$ cat config.mk
export PLATFORM = sky130hd
export DESIGN_NAME = uart_tx_fifo_reader_flat
export DESIGN_NICKNAME = d
export VERILOG_FILES = /design/src/rtl/uart_pkg.sv /design/src/rtl/uart_tx_fifo_reader_if.sv /design/src/rtl/uart_bit_timer.sv /design/src/rtl/uart_tx_fifo_reader.sv /design/src/flat_wrapper.sv
export SDC_FILE = /design/constraint.sdc
export NUM_CORES = 1
export LEC_CHECK = 0
export CAP_MARGIN = 5
export CORE_ASPECT_RATIO = 0.75
export CORE_MARGIN = 2
export CORE_UTILIZATION = 44
export CTS_BUF_LIST = sky130_fd_sc_hd__clkbuf_2
export DETAILED_ROUTE_END_ITERATION = 10
export PLACE_DENSITY = 0.78
export SLEW_MARGIN = 20
export SYNTH_ARGS = -nofsm -noshare
export SYNTH_HDL_FRONTEND = slang
export SYNTH_SLANG_ARGS = --single-unit
$ cat constraint.sdc
create_clock -name i_clk -period 3 [get_ports i_clk]
set_clock_uncertainty 0.2 [all_clocks]
set_input_delay 0.3 -clock i_clk [delete_from_list [all_inputs] [get_ports i_clk]]
set_output_delay 0.3 -clock i_clk [all_outputs]
set_load 0.005 [all_outputs]
$ cat src/rtl/uart_pkg.sv
// Shared UART definitions: FSM state encoding, latched frame configuration
// and default sizing, common to the transmitter and receiver.
package uart_pkg;

    localparam int unsigned DEF_SIZE_DATA    = 8;
    localparam int unsigned DEF_CLKS_PER_BIT = 16;

    typedef enum logic [2:0] {
        IDLE,
        START,
        DATA,
        PARITY,
        STOP
    } uart_state_t;

    typedef struct packed {
        logic parity_en;
        logic parity_odd;
        logic two_stop;
    } uart_cfg_t;

endpackage

$ cat src/rtl/uart_tx_fifo_reader_if.sv
// Read-side handshake between the TX FIFO and its consumer.
interface uart_tx_fifo_reader_if #(
    parameter int unsigned SIZE_DATA = uart_pkg::DEF_SIZE_DATA
);

    logic                 fifo_empty;
    logic [SIZE_DATA-1:0] fifo_data;
    logic                 fifo_rd_en;

    // master = the reader issuing pops, slave = the FIFO
    modport master (
        input  fifo_empty,
        input  fifo_data,
        output fifo_rd_en
    );

    modport slave (
        output fifo_empty,
        output fifo_data,
        input  fifo_rd_en
    );

endinterface

$ cat src/rtl/uart_bit_timer.sv
// Loadable down-counter marking bit boundaries: o_bit_end pulses in the last
// cycle of each CLKS_PER_BIT period, o_bit_pre_end one cycle earlier.
module uart_bit_timer
    import uart_pkg::*;
#(
    parameter int unsigned CLKS_PER_BIT = DEF_CLKS_PER_BIT
) (
    input  logic i_clk,
    input  logic i_rst,
    input  logic i_load,
    input  logic i_en,
    output logic o_bit_end,
    output logic o_bit_pre_end
);

    localparam int unsigned TW = $clog2(CLKS_PER_BIT);
    localparam logic [TW-1:0] RELOAD = TW'(CLKS_PER_BIT - 1);

    logic [TW-1:0] r_cnt;

    always_ff @(posedge i_clk) begin
        if (i_rst) begin
            r_cnt <= RELOAD;
        end else if (i_load) begin
            r_cnt <= RELOAD;
        end else if (i_en) begin
            r_cnt <= (r_cnt == '0) ? RELOAD : r_cnt - TW'(1);
        end
    end

    assign o_bit_end     = i_en & (r_cnt == '0);
    assign o_bit_pre_end = i_en & (r_cnt == TW'(1));

endmodule

$ cat src/rtl/uart_tx_fifo_reader.sv
// UART transmitter draining the TX FIFO: pops one word per frame and
// serialises start, data (LSB first), optional parity and 1/2 stop bits.
module uart_tx_fifo_reader
    import uart_pkg::*;
#(
    parameter int unsigned SIZE_DATA    = DEF_SIZE_DATA,
    parameter int unsigned CLKS_PER_BIT = DEF_CLKS_PER_BIT
) (
    input  logic                         i_clk,
    input  logic                         i_rst,
    uart_tx_fifo_reader_if.master        fifo,
    input  logic                         i_tx_en,
    input  logic                         i_parity_en,
    input  logic                         i_parity_odd,
    input  logic                         i_two_stop,
    output logic                         o_tx,
    output logic                         o_busy,
    output logic                         o_frame_done
);

    localparam int unsigned BW = $clog2(SIZE_DATA + 1);
    localparam logic [BW-1:0] LAST_BIT = BW'(SIZE_DATA - 1);

    uart_state_t          r_state, w_state_nxt;
    logic [SIZE_DATA-1:0] r_shift, w_shift_nxt;
    logic [BW-1:0]        r_bit_cnt, w_bit_cnt_nxt;
    logic                 r_stop_idx, w_stop_idx_nxt;
    uart_cfg_t            r_cfg, w_cfg_nxt;
    logic                 r_data_xor, w_data_xor_nxt;
    logic                 r_tx, w_tx_nxt;
    logic                 r_busy, w_busy_nxt;
    logic                 r_done, w_done_nxt;

    logic w_bit_end;
    logic w_bit_pre_end;
    logic w_last_stop;
    logic w_final_stop;
    logic w_pop;

    uart_bit_timer #(
        .CLKS_PER_BIT (CLKS_PER_BIT)
    ) u_bit_timer (
        .i_clk         (i_clk),
        .i_rst         (i_rst),
        .i_load        (w_pop),
        .i_en          (r_state != IDLE),
        .o_bit_end     (w_bit_end),
        .o_bit_pre_end (w_bit_pre_end)
    );

    assign w_last_stop  = (r_state == STOP) & (r_stop_idx == r_cfg.two_stop);
    assign w_final_stop = w_last_stop & w_bit_end;
    // Popping in the final stop cycle lets the next start bit follow with no gap
    assign w_pop = ~i_rst & i_tx_en & ~fifo.fifo_empty & ((r_state == IDLE) | w_final_stop);
    assign fifo.fifo_rd_en = w_pop;

    always_comb begin
        w_state_nxt    = r_state;
        w_shift_nxt    = r_shift;
        w_bit_cnt_nxt  = r_bit_cnt;
        w_stop_idx_nxt = r_stop_idx;
        w_cfg_nxt      = r_cfg;
        w_data_xor_nxt = r_data_xor;
        w_tx_nxt       = r_tx;
        w_busy_nxt     = r_busy;
        w_done_nxt     = 1'b0;

        if (w_pop) begin
            w_state_nxt    = START;
            w_shift_nxt    = fifo.fifo_data;
            w_cfg_nxt      = '{parity_en: i_parity_en, parity_odd: i_parity_odd, two_stop: i_two_stop};
            w_data_xor_nxt = ^fifo.fifo_data;
            w_bit_cnt_nxt  = '0;
            w_stop_idx_nxt = 1'b0;
            w_tx_nxt       = 1'b0;
            w_busy_nxt     = 1'b1;
        end else begin
            unique case (r_state)
                IDLE: begin
                    w_tx_nxt   = 1'b1;
                    w_busy_nxt = 1'b0;
                end
                START: begin
                    if (w_bit_end) begin
                        w_state_nxt = DATA;
                        w_tx_nxt    = r_shift[0];
                        w_shift_nxt = {1'b0, r_shift[SIZE_DATA-1:1]};
                    end
                end
                DATA: begin
                    if (w_bit_end) begin
                        if (r_bit_cnt == LAST_BIT) begin
                            if (r_cfg.parity_en) begin
                                w_state_nxt = PARITY;
                                w_tx_nxt    = r_data_xor ^ r_cfg.parity_odd;
                            end else begin
                                w_state_nxt = STOP;
                                w_tx_nxt    = 1'b1;
                            end
                        end else begin
                            w_bit_cnt_nxt = r_bit_cnt + BW'(1);
                            w_tx_nxt      = r_shift[0];
                            w_shift_nxt   = {1'b0, r_shift[SIZE_DATA-1:1]};
                        end
                    end
                end
                PARITY: begin
                    if (w_bit_end) begin
                        w_state_nxt = STOP;
                        w_tx_nxt    = 1'b1;
                    end
                end
                STOP: begin
                    // Registered done pulse is armed one cycle ahead of the final cycle
                    w_done_nxt = w_last_stop & w_bit_pre_end;
                    if (w_bit_end) begin
                        if (w_last_stop) begin
                            w_state_nxt = IDLE;
                            w_busy_nxt  = 1'b0;
                        end else begin
                            w_stop_idx_nxt = 1'b1;
                        end
                    end
                end
                default: begin
                    w_state_nxt = IDLE;
                end
            endcase
        end
    end

    always_ff @(posedge i_clk) begin
        if (i_rst) begin
            r_state    <= IDLE;
            r_shift    <= '0;
            r_bit_cnt  <= '0;
            r_stop_idx <= 1'b0;
            r_cfg      <= '0;
            r_data_xor <= 1'b0;
            r_tx       <= 1'b1;
            r_busy     <= 1'b0;
            r_done     <= 1'b0;
        end else begin
            r_state    <= w_state_nxt;
            r_shift    <= w_shift_nxt;
            r_bit_cnt  <= w_bit_cnt_nxt;
            r_stop_idx <= w_stop_idx_nxt;
            r_cfg      <= w_cfg_nxt;
            r_data_xor <= w_data_xor_nxt;
            r_tx       <= w_tx_nxt;
            r_busy     <= w_busy_nxt;
            r_done     <= w_done_nxt;
        end
    end

    assign o_tx         = r_tx;
    assign o_busy       = r_busy;
    assign o_frame_done = r_done;

endmodule

$ cat src/flat_wrapper.sv
// flat-port wrapper written by rule: the top's interface ports become plain ports
module uart_tx_fifo_reader_flat import uart_pkg::*;
#(
    parameter int unsigned SIZE_DATA    = DEF_SIZE_DATA,
    parameter int unsigned CLKS_PER_BIT = DEF_CLKS_PER_BIT
)
  (i_clk, i_rst, i_tx_en, i_parity_en, i_parity_odd, i_two_stop, o_tx, o_busy, o_frame_done, fifo_fifo_empty, fifo_fifo_data, fifo_fifo_rd_en);
  uart_tx_fifo_reader_if #(.SIZE_DATA(SIZE_DATA)) fifo_i ();
  input  logic i_clk;
  input  logic i_rst;
  input  logic i_tx_en;
  input  logic i_parity_en;
  input  logic i_parity_odd;
  input  logic i_two_stop;
  output logic o_tx;
  output logic o_busy;
  output logic o_frame_done;
  input wire logic [$bits(fifo_i.fifo_empty)-1:0] fifo_fifo_empty;
  input wire logic [$bits(fifo_i.fifo_data)-1:0] fifo_fifo_data;
  output wire logic [$bits(fifo_i.fifo_rd_en)-1:0] fifo_fifo_rd_en;
  assign fifo_i.fifo_empty = fifo_fifo_empty;
  assign fifo_i.fifo_data = fifo_fifo_data;
  assign fifo_fifo_rd_en = fifo_i.fifo_rd_en;
  uart_tx_fifo_reader #(.SIZE_DATA(SIZE_DATA), .CLKS_PER_BIT(CLKS_PER_BIT)) u_core (.i_clk(i_clk), .i_rst(i_rst), .fifo(fifo_i), .i_tx_en(i_tx_en), .i_parity_en(i_parity_en), .i_parity_odd(i_parity_odd), .i_two_stop(i_two_stop), .o_tx(o_tx), .o_busy(o_busy), .o_frame_done(o_frame_done));
endmodule
==> out/results.tsv <==
metric	value	unit
outcome	finished, final reports clean	
powerDensity	359.7	nW/um^2
crit_family	buffers and inverters	
io_buffers	18	
synthFlopType	dfxtp_1	
rsz0062_at_grt	no	
cts_root_buffer	clkbuf_2	
die_x	69.92	um
synth_warnings	0	
worstSetupPathType	flip-flop to output pin	
numClockSinks	27	
final_max_slew_viol_count	0	
gp_congestion	0.7773	
power_leakage	0.5927	nW
max_slew_margin	0.4769	
yosys-top-cells-area	dfxtp_1, xnor2_1, mux2i_1, a211oi_1, nand3_1	
synth.top_cells.by_count	dfxtp_1, nand3_1, nor3_1	
power.total	0.0006022	W
worstSetupStartpointType	flip-flop	
fin_hold_ws	0.2640	ns
core	3020	sq um
avgSynthCellArea	8.797	sq um
antenna_found_initial	0	
crit_path_frequent_cell	inv_1	
synth-edff-count	0	
seq_area_frac_synth	0.3770	
antenna_cells	0	
grt_usage	0.1918	
cts.repair.resized	0	
synth_area	1434	sq um
fillerInstances	261	
crit_buf_inv	3	
route.detailed.drc	0	
max_freq	352.2	MHz
worst_pin_slew	0.7847	ns
slowest_delay	0.50	ns
grt_pass1_vias	1240	
routed-via-count	1258	
period_needed	2.839	ns
syn-num-nets	182	
path_clk_slew	0.25	ns
drt_wl_total	3180	um
placed_area	1652	sq um
worst_path_max_delay_cell	clkdlybuf4s50_1	
row_count	17	
crit_required	2.50	ns
syn_to_final_growth	16.75	%
crit_fanout	10	
grt_pass1_wl	5623	um
report.final.setup_viol	0	
path_cells	inv_1, ha_1, or3b_4, o21ai_1, nand2_1, inv_1, clkdlybuf4s50_1	
worstSkewPairLatency	0.36	ns
htreeDepth	1	
final_area	1674	sq um
dpl.hpwl	2436	um
wl_per_cell	14.59	um
overflow	0	
yosysTopAreaCell	dfxtp_1	
routed_via_density	5.771	
die_y	53.44	um
numCtsBuffers	3	
ctsHoldBuffers	0	
layout.nets	200	
finalCritPeriodShare	0.9463	
end_kind	output pin	
io_pins	19	
ant_nets	0	
finalHoldViolCount	0	
synth.ff_latch_count	27	
async_reset_ff_frac	0	
yosys.area.top_type_share	0.3770	
drive_above_1_share	0.07778	
post_synth_num_cell_types	39	
postCtsSetupRepairBufs	0	
cts_buffer_depth	2	
start_util	0.4747	
cts_tree	done	
worstPathArrival	2.34	ns
synth_cells	163	
yosysMostFrequentCell	dfxtp_1	
grt_max_degree	18	
drv_cap	0	
tns	0	ns
min-delay-path-class	input port to flip-flop	
design.die.area	3736	sq um
first_iter_violations	177	
ir_drop	0.1635	mV
firstDrtPassIters	4	
[cell families after synthesis]
kind of cell	count (synthesis)	synth area share
muxes	8	0.05585
AOI/OAI and AO/OA	41	0.2016
and+or+nand+nor	55	0.2051
buffers and inverters	15	0.04625
DFF	27	0.3770
adders and majority gates	4	0.03491
xor gates and xnor gates	13	0.07941
[cell usage in the layout (no fill, tap or decap), types with 2 or more instances in the layout]
cell type,instances
a211o_1,2
a211oi_1,8
a21oi_1,9
a41oi_1,2
buf_4,5
clkbuf_2,4
clkdlybuf4s50_1,18
dfxtp_1,27
ha_1,4
inv_1,5
mux2i_1,8
nand2_1,8
nand3_1,11
nand4_1,2
nor2_1,9
nor3_1,11
nor3b_1,3
o21a_1,3
o21ai_0,9
or3b_2,2
xnor2_1,10
xor2_1,3
[worst register-to-register path, cell delays in order, from the launching register on]
cell       delay (ns)
dfxtp_1          0.39
inv_1            0.11
ha_1             0.18
or3b_4           0.46
a2111oi_4        0.64
mux2i_1          0.16
a211oi_1         0.29
[layer usage]
| layer | track usage | vias to the layer above | wire length, um | part of all wire |
|---|---|---|---|---|
| met5 | 0 | - | 0 | 0 |
| met4 | 0.04487 | 0 | 15 | 0.0047 |
| met3 | 0.05524 | 2 | 178 | 0.056 |
| met2 | 0.3286 | 29 | 1411 | 0.44 |
| met1 | 0.2412 | 595 | 1575 | 0.50 |
| li1 | - | 632 | - | - |
[flip-flops by register name (all words and copies together) (netlist names)]
| signal | flops |
|---|---|
| u_core.r_stop_idx | 1 |
| u_core.r_shift | 8 |
| u_core.r_data_xor | 1 |
| u_core.o_tx | 1 |
| u_core.u_bit_timer.r_cnt | 4 |
| u_core.r_state | 3 |
| u_core.r_cfg | 3 |
| u_core.o_busy | 1 |
| u_core.o_frame_done | 1 |
| u_core.r_bit_cnt | 4 |
[metrics by stage]
step	setup slack (ns)	util	std cells
final	0.1611	0.5543	218
after detailed placement	0.4181	0.5468	214
after global routing	0.02401	0.5543	218
after CTS	0.06039	0.5534	218
after floorplan	0.7599	-	163
after global placement	0.5652	0.5468	214
[where the power goes]
group          switching [W]  internal, W
Sequential        0.00000772     0.000370
Combinational      0.0000386    0.0000450
Clock               0.000106    0.0000352
Total               0.000152     0.000450
[final cells by class]
cell class	count	area [sq um]	area share
inverters	5	18.77	0.01121
well taps	38	47.55	0.02840
repair buffers	23	217.7	0.1300
clock buffers	4	20.02	0.01196
multi-input cells	121	829.5	0.4955
flip-flops and latches	27	540.5	0.3229
[final timing paths]
check / end / slack (ns) / cells past startpoint / start
hold reg to reg: u_core.o_busy / 0.31 / 2 / u_core.o_busy
setup reg to reg: u_core.r_shift[0] / 0.50 / 6 / u_core.u_bit_timer.r_cnt[0]
hold / removal: u_core.r_cfg[0] / 0.26 / 3 / i_two_stop
setup / recovery: fifo_fifo_rd_en / 0.16 / 7 / u_core.u_bit_timer.r_cnt[0]
Note: power is estimated with default switching activity, not from simulation.
